`config.mk`:
```
export PLATFORM = sky130hd
export DESIGN_NAME = pulse_scheduler
export DESIGN_NICKNAME = d
export VERILOG_FILES = /design/src/rtl/pulse_sched_pkg.sv /design/src/rtl/rr_arbiter.sv /design/src/rtl/pulse_scheduler.sv
export SDC_FILE = /design/constraint.sdc
export NUM_CORES = 1
export LEC_CHECK = 0
export ABC_AREA = 1
export ABC_CLOCK_PERIOD_IN_PS = 2400
export BUFFER_PORTS_ARGS = -buffer_cell sky130_fd_sc_hd__clkbuf_2
export CORE_UTILIZATION = 57
export DETAILED_ROUTE_END_ITERATION = 8
export PLACE_DENSITY = 0.78
export SLEW_MARGIN = 20
export SYNTH_ARGS = -nofsm -noshare
export SYNTH_HDL_FRONTEND = slang
export SYNTH_SLANG_ARGS = --single-unit
```
`constraint.sdc`:
```
create_clock -name CLK -period 2.4 [get_ports CLK]
set_input_delay 0.48 -clock CLK [delete_from_list [all_inputs] [get_ports CLK]]
set_output_delay 0.48 -clock CLK [all_outputs]
set_load 0.02 [all_outputs]
```
`src/rtl/pulse_sched_pkg.sv`:
```
// Shared types and elaboration helpers for the pulse scheduler.
// Holds the controller state encoding and the phase-counter width check.
package pulse_sched_pkg;

    typedef enum logic [1:0] {
        IDLE,
        ACTIVE,
        COOLDOWN
    } state_e;

    // True when a counter of cnt_w bits can represent the longer of the two phases.
    function automatic bit cnt_w_fits(int cnt_w, int act_cyc, int off_cyc);
        int max_v;
        max_v = (act_cyc > off_cyc) ? act_cyc : off_cyc;
        return max_v < (1 << cnt_w);
    endfunction

endpackage

```
`src/rtl/rr_arbiter.sv`:
```
// Combinational round-robin arbiter. The search starts just above i_last_grant,
// ascends and wraps; requests whose i_mask bit is set are ignored.
module rr_arbiter
    import pulse_sched_pkg::*;
#(
    parameter int N_REQ = 4,
    localparam int LG_W = $clog2(N_REQ)
) (
    input  logic [N_REQ-1:0] i_req,
    input  logic [N_REQ-1:0] i_mask,
    input  logic [LG_W-1:0]  i_last_grant,
    input  logic             i_enable,
    output logic [N_REQ-1:0] o_winner
);

    logic [N_REQ-1:0] w_eligible;
    logic [LG_W:0]    w_shift;
    logic [N_REQ-1:0] w_rot;
    logic [N_REQ-1:0] w_rot_win;
    logic [N_REQ-1:0] w_win;

    assign w_eligible = i_req & ~i_mask;
    assign w_shift    = {1'b0, i_last_grant} + {{LG_W{1'b0}}, 1'b1};

    // Rotate so bit 0 is the highest-priority index, take the lowest set bit,
    // then rotate the one-hot result back into requester order.
    assign w_rot     = N_REQ'({w_eligible, w_eligible} >> w_shift);
    assign w_rot_win = w_rot & (~w_rot + N_REQ'(1));
    assign w_win     = N_REQ'(({w_rot_win, w_rot_win} << w_shift) >> N_REQ);

    assign o_winner = i_enable ? w_win : '0;

endmodule

```
`src/rtl/pulse_scheduler.sv`:
```
// Shares one pulse engine among N_REQ requesters: each grant runs ACT_CYC
// active cycles then OFF_CYC cooldown cycles, with round-robin hand-over.
module pulse_scheduler
    import pulse_sched_pkg::*;
#(
    parameter int N_REQ   = 4,
    parameter int ACT_CYC = 3,
    parameter int OFF_CYC = 2,
    parameter int CNT_W   = 4
) (
    input  logic             CLK,
    input  logic             RST,
    input  logic [N_REQ-1:0] REQ,
    output logic [N_REQ-1:0] GNT,
    output logic             Y_OUT,
    output logic             BUSY,
    output logic             DONE
);

    localparam int LG_W = $clog2(N_REQ);

    generate
        if (!cnt_w_fits(CNT_W, ACT_CYC, OFF_CYC)) begin : g_cnt_w_check
            $error("pulse_scheduler: CNT_W too narrow for ACT_CYC/OFF_CYC");
        end
    endgenerate

    state_e           r_state, w_state_nxt;
    logic [CNT_W-1:0] r_cnt, w_cnt_nxt;
    logic [N_REQ-1:0] r_gnt, w_gnt_nxt;
    logic [LG_W-1:0]  r_last, w_last_nxt;
    logic [N_REQ-1:0] w_winner;
    logic [N_REQ-1:0] w_mask;
    logic [LG_W-1:0]  w_win_idx;
    logic             w_act_last;
    logic             w_cool_last;
    logic             w_arb_en;

    assign w_act_last  = (r_state == ACTIVE)   && (r_cnt == CNT_W'(ACT_CYC - 1));
    assign w_cool_last = (r_state == COOLDOWN) && (r_cnt == CNT_W'(OFF_CYC - 1));

    // Hand-over on the final cooldown edge excludes the current owner, so a
    // lone requester sees one IDLE cycle before it can win again.
    assign w_arb_en = (r_state == IDLE) || w_cool_last;
    assign w_mask   = (r_state == COOLDOWN) ? r_gnt : '0;

    rr_arbiter #(
        .N_REQ (N_REQ)
    ) u_arbiter (
        .i_req        (REQ),
        .i_mask       (w_mask),
        .i_last_grant (r_last),
        .i_enable     (w_arb_en),
        .o_winner     (w_winner)
    );

    always_comb begin
        w_win_idx = '0;
        for (int i = 0; i < N_REQ; i++) begin
            if (w_winner[i]) w_win_idx = LG_W'(i);
        end
    end

    always_comb begin
        // NOTE: every output of this block gets a default first; a path that
        // leaves one unassigned would infer a latch.
        w_state_nxt = r_state;
        w_cnt_nxt   = r_cnt;
        w_gnt_nxt   = r_gnt;
        w_last_nxt  = r_last;
        case (r_state)
            IDLE: begin
                if (|w_winner) begin
                    w_state_nxt = ACTIVE;
                    w_cnt_nxt   = '0;
                    w_gnt_nxt   = w_winner;
                    w_last_nxt  = w_win_idx;
                end
            end
            ACTIVE: begin
                if (w_act_last) begin
                    w_state_nxt = COOLDOWN;
                    w_cnt_nxt   = '0;
                end else begin
                    w_cnt_nxt = r_cnt + CNT_W'(1);
                end
            end
            COOLDOWN: begin
                if (w_cool_last) begin
                    w_cnt_nxt = '0;
                    if (|w_winner) begin
                        w_state_nxt = ACTIVE;
                        w_gnt_nxt   = w_winner;
                        w_last_nxt  = w_win_idx;
                    end else begin
                        w_state_nxt = IDLE;
                        w_gnt_nxt   = '0;
                    end
                end else begin
                    w_cnt_nxt = r_cnt + CNT_W'(1);
                end
            end
            default: begin
                w_state_nxt = IDLE;
                w_cnt_nxt   = '0;
                w_gnt_nxt   = '0;
            end
        endcase
    end

    always_ff @(posedge CLK) begin
        // NOTE: state registers use non-blocking assignments so every flop
        // samples the pre-edge values regardless of statement order.
        if (RST) begin
            r_state <= IDLE;
            r_cnt   <= '0;
            r_gnt   <= '0;
            r_last  <= LG_W'(N_REQ - 1);
        end else begin
            r_state <= w_state_nxt;
            r_cnt   <= w_cnt_nxt;
            r_gnt   <= w_gnt_nxt;
            r_last  <= w_last_nxt;
        end
    end

    assign GNT   = r_gnt;
    assign Y_OUT = (r_state == ACTIVE);
    assign BUSY  = (r_state != IDLE);
    assign DONE  = w_cool_last;

endmodule

```
==> summary.txt <==
Clock tree
  – H-tree Lvls: 1
  – Root buffer cell: clkbuf_4
  – Clk sink count: 12
  – Maximum clock path buffer count: 2
  – Num CTS Buffers: 3
  – Clk slew on worst S/H paths: 60 ps
  – CTS tree: built
  – Hold_buf cts: 0
  – Worst-skew pair later-pin latency: between 200 and 300 ps

Timing
  – Final worst slack: a little over 200 ps
  – Slew @ Worst Pin: between 400 and 500 ps
  – Slew HR: 68.7%
  – Total Neg Setup Slack: 0 ps
  – Final period utilization: just over 90%
  – Max-slew violation count: 0
  – Fmax: around 0.46 GHz
  – Setup-failing EPs final: 0
  – Max Clock Skew: roughly 2.4 ps
  – Final hold violation count: 0
  – Minimum clock period: 2190 ps

Die
  – Die height: 46.8 um
  – Die area: 2190 sq um
  – Starting Density: 63.6%
  – Core Area: roughly 1800 sq um
  – Io pins: 13
  – Die width: between 40 and 50 um
  – Rows: 15

Detailed routing
  – Average wire per standard cell: ~12 um
  – Final antenna-violating net count: 0
  – Via count: approximately 1200
  – DRT Pass-1 Iters: 4
  – Initial drt markers: 33
  – Via-per-instance ratio: 5.48
  – Drt total wl: 2600 um
  – # DRC: 0

Yosys
  – Primary FF master, synth: dfxtp_1
  – Synth area leaders: dfxtp_1 21%, nand2_1 15%, nand3_1 15%
  – Synthesized area per cell: 6.48 sq um
  – Cell Area, Synth: 1150 sq um
  – Top cell type's share of synthesized area: 21.0%
  – YS warnings: 0
  – Distinct cells, synth: 21
  – Seq/Total Area, Yosys: around a fifth
  – Yosys top cell by area: dfxtp_1
  – Post-Synthesis Cells: approximately 180
  – Syn Nets: about 190
  – Number of flops mapped to enable cells by yosys: 0
  – Async S/R FF share, synth: 0%
  – Yosys reg bits: 12
  – Top-count cell post-synth: nand2_1
  – Post-synth top cells: 47 x nand2_1, 35 x nand3_1, 20 x inv_1, 15 x a21oi_1, 12 x dfxtp_1

Pwr
  – Clock power share: approximately 7.4%
  – Pint: roughly 0.93 mW
  – Sw frac: a little over half
  – Max VDD drop: between 900 and 1000 uV
  – NetSw: around 1.1 mW
  – LEAKAGE: around 0.65 nW
  – Power density cells: ~1600 nW/um^2
  – Sequential share of power: about 16%
  – Combinational share of power: 76.6%

Placed design
  – HPWL after detailed placement: 2070 um
  – Pre-CTS WS: roughly 46 ps
  – Global placement routability congestion: 0.892
  – Port Buffers: 12
  – Post-Place Cells: 214

Finish
  – Synthesis-to-finish area growth: 13.6%
  – Final net count: between 200 and 250
  – ANT cells: 0
  – Layout cell share with drive strength beyond 1: between 20% and 30%
  – Post-Layout Cell Count: roughly 220
  – Filler cell count: ~170

Worst setup path
  – CP arrival: between 2000 and 2500 ps
  – Setup crit start: r_state[0]
  – CP endpoint kind: flip-flop
  – Worst reg-to-reg path cell count: 19
  – Worst setup SP type: flip-flop
  – Critical R2R Launch: r_state[0]
  – CP Class: reg2reg
  – Worst-path maximum fanout: 7
  – Worst Path Required: 2600 ps

Global routing
  – Initial antenna violation count: 0
  – First-pass GRT wire length: 4060 um
  – Vias in the first global route: around 1000
  – GRT Residual Overflow: 0
  – Largest net degree at the start of global routing: 14
  – Global-route usage over all layers: between 20% and 30%

Run status
  – Status: finished, final reports clean

Job
  – # Max-Cap Violations: 0

Worst hold path
  – Worst hold path startpoint: RST
  – Worst hold stages: 2
  – Hold Crit Class: in2reg
==> stage by stage <==
step | hold slack, ps | total power [mW] | area (sq um) | utilization [%]
after floorplan | 467 | 1.55 | 1150 | -
after global placement | 485 | 1.75 | 1230 | 68.1
after detailed placement | 498 | 1.77 | 1230 | 68.1
after CTS | 457 | 1.93 | 1260 | 70.1
after global routing | 469 | 2.27 | 1300 | 72.3
final | 453 | 2.07 | 1300 | 72.3
==> cell type report <==
cell class | count | area (sq um) | share of cell area [%]
multi-input combinational | 141 | 806 | 61.9
sequential | 12 | 241 | 18.5
timing repair buffer | 17 | 97.6 | 7.49
inverter | 22 | 90.1 | 6.92
clock buffer | 4 | 36.3 | 2.79
tap | 25 | 31.3 | 2.40
==> power by group through the flow <==
stage / clock [mW] / combinational (mW) / sequential, mW
6_report: 0.154 / 1.58 / 0.330
5_1_grt: 0.169 / 1.77 / 0.337
4_1_cts: 0.159 / 1.45 / 0.324
3_5_place_dp: 0 / 1.44 / 0.329
3_3_place_gp: 0 / 1.42 / 0.327
2_1_floorplan: 0 / 1.21 / 0.340
==> cells in the final DEF (no fill, tap or decap), types with 3 or more instances in the layout <==
cell / count
clkbuf_2: 12
buf_4: 5
nor2_1: 7
nand2_1: 47
nand3_1: 34
a21oi_1: 15
nand2_2: 10
dfxtp_1: 11
o211ai_1: 3
nand3_2: 5
clkbuf_4: 3
inv_1: 20
ha_1: 7
==> worst max-delay path: stages (launching register included) <==
cell and delay [ps]:
dfxtp_2 360, inv_1 90, ha_4 190, nand2_2 100, nand3_1 100, nand2_1 100, nand2_1 60, nand2_1 110
nor2_4 50, nand2_1 60, nand2_1 60, nand3_1 80, nand2_1 50, nand2_1 90, nand2_2 80, nor2_4 200
nand2_4 100, nand2_1 90, nand2_1 50, a21oi_1 110
==> flip-flops by register name (all words and copies together) (netlist names) <==
name and cells:
GNT 4, r_state 2, r_last 2, r_cnt 4
==> layer usage <==
layer  wire, um  share of wire (%)  GRT usage (%)
met1       1110                 43           28.0
met2       1340                 52           48.3
met3        101                3.9           6.15
met4         46                1.8           5.71
met5          0                  0              0
==> path summary, 6_finish.rpt <==
kind                     end  slack (ps)
setup / recovery  r_state[1]         210
hold / removal    r_state[0]         450
setup reg to reg  r_state[1]         210
hold reg to reg   r_state[0]         490
==> kinds of logic after synthesis <==
group / Yosys count / share of synthesized area, %
and+or+nand+nor: 110 / 48.4
buffers and inverters: 25 / 10.8
AOI/OAI and AO/OA: 20 / 9.61
DFF: 12 / 21.0
adders and majority gates: 8 / 8.73
xor gates and xnor gates: 2 / 1.53
==> repair_timing <==
item                       in CTS  in global routing
gates resized for setup         0                  4
setup endpoints to repair       0                 12
setup buffers                   0                  2
(Power assumes the default switching activity.)
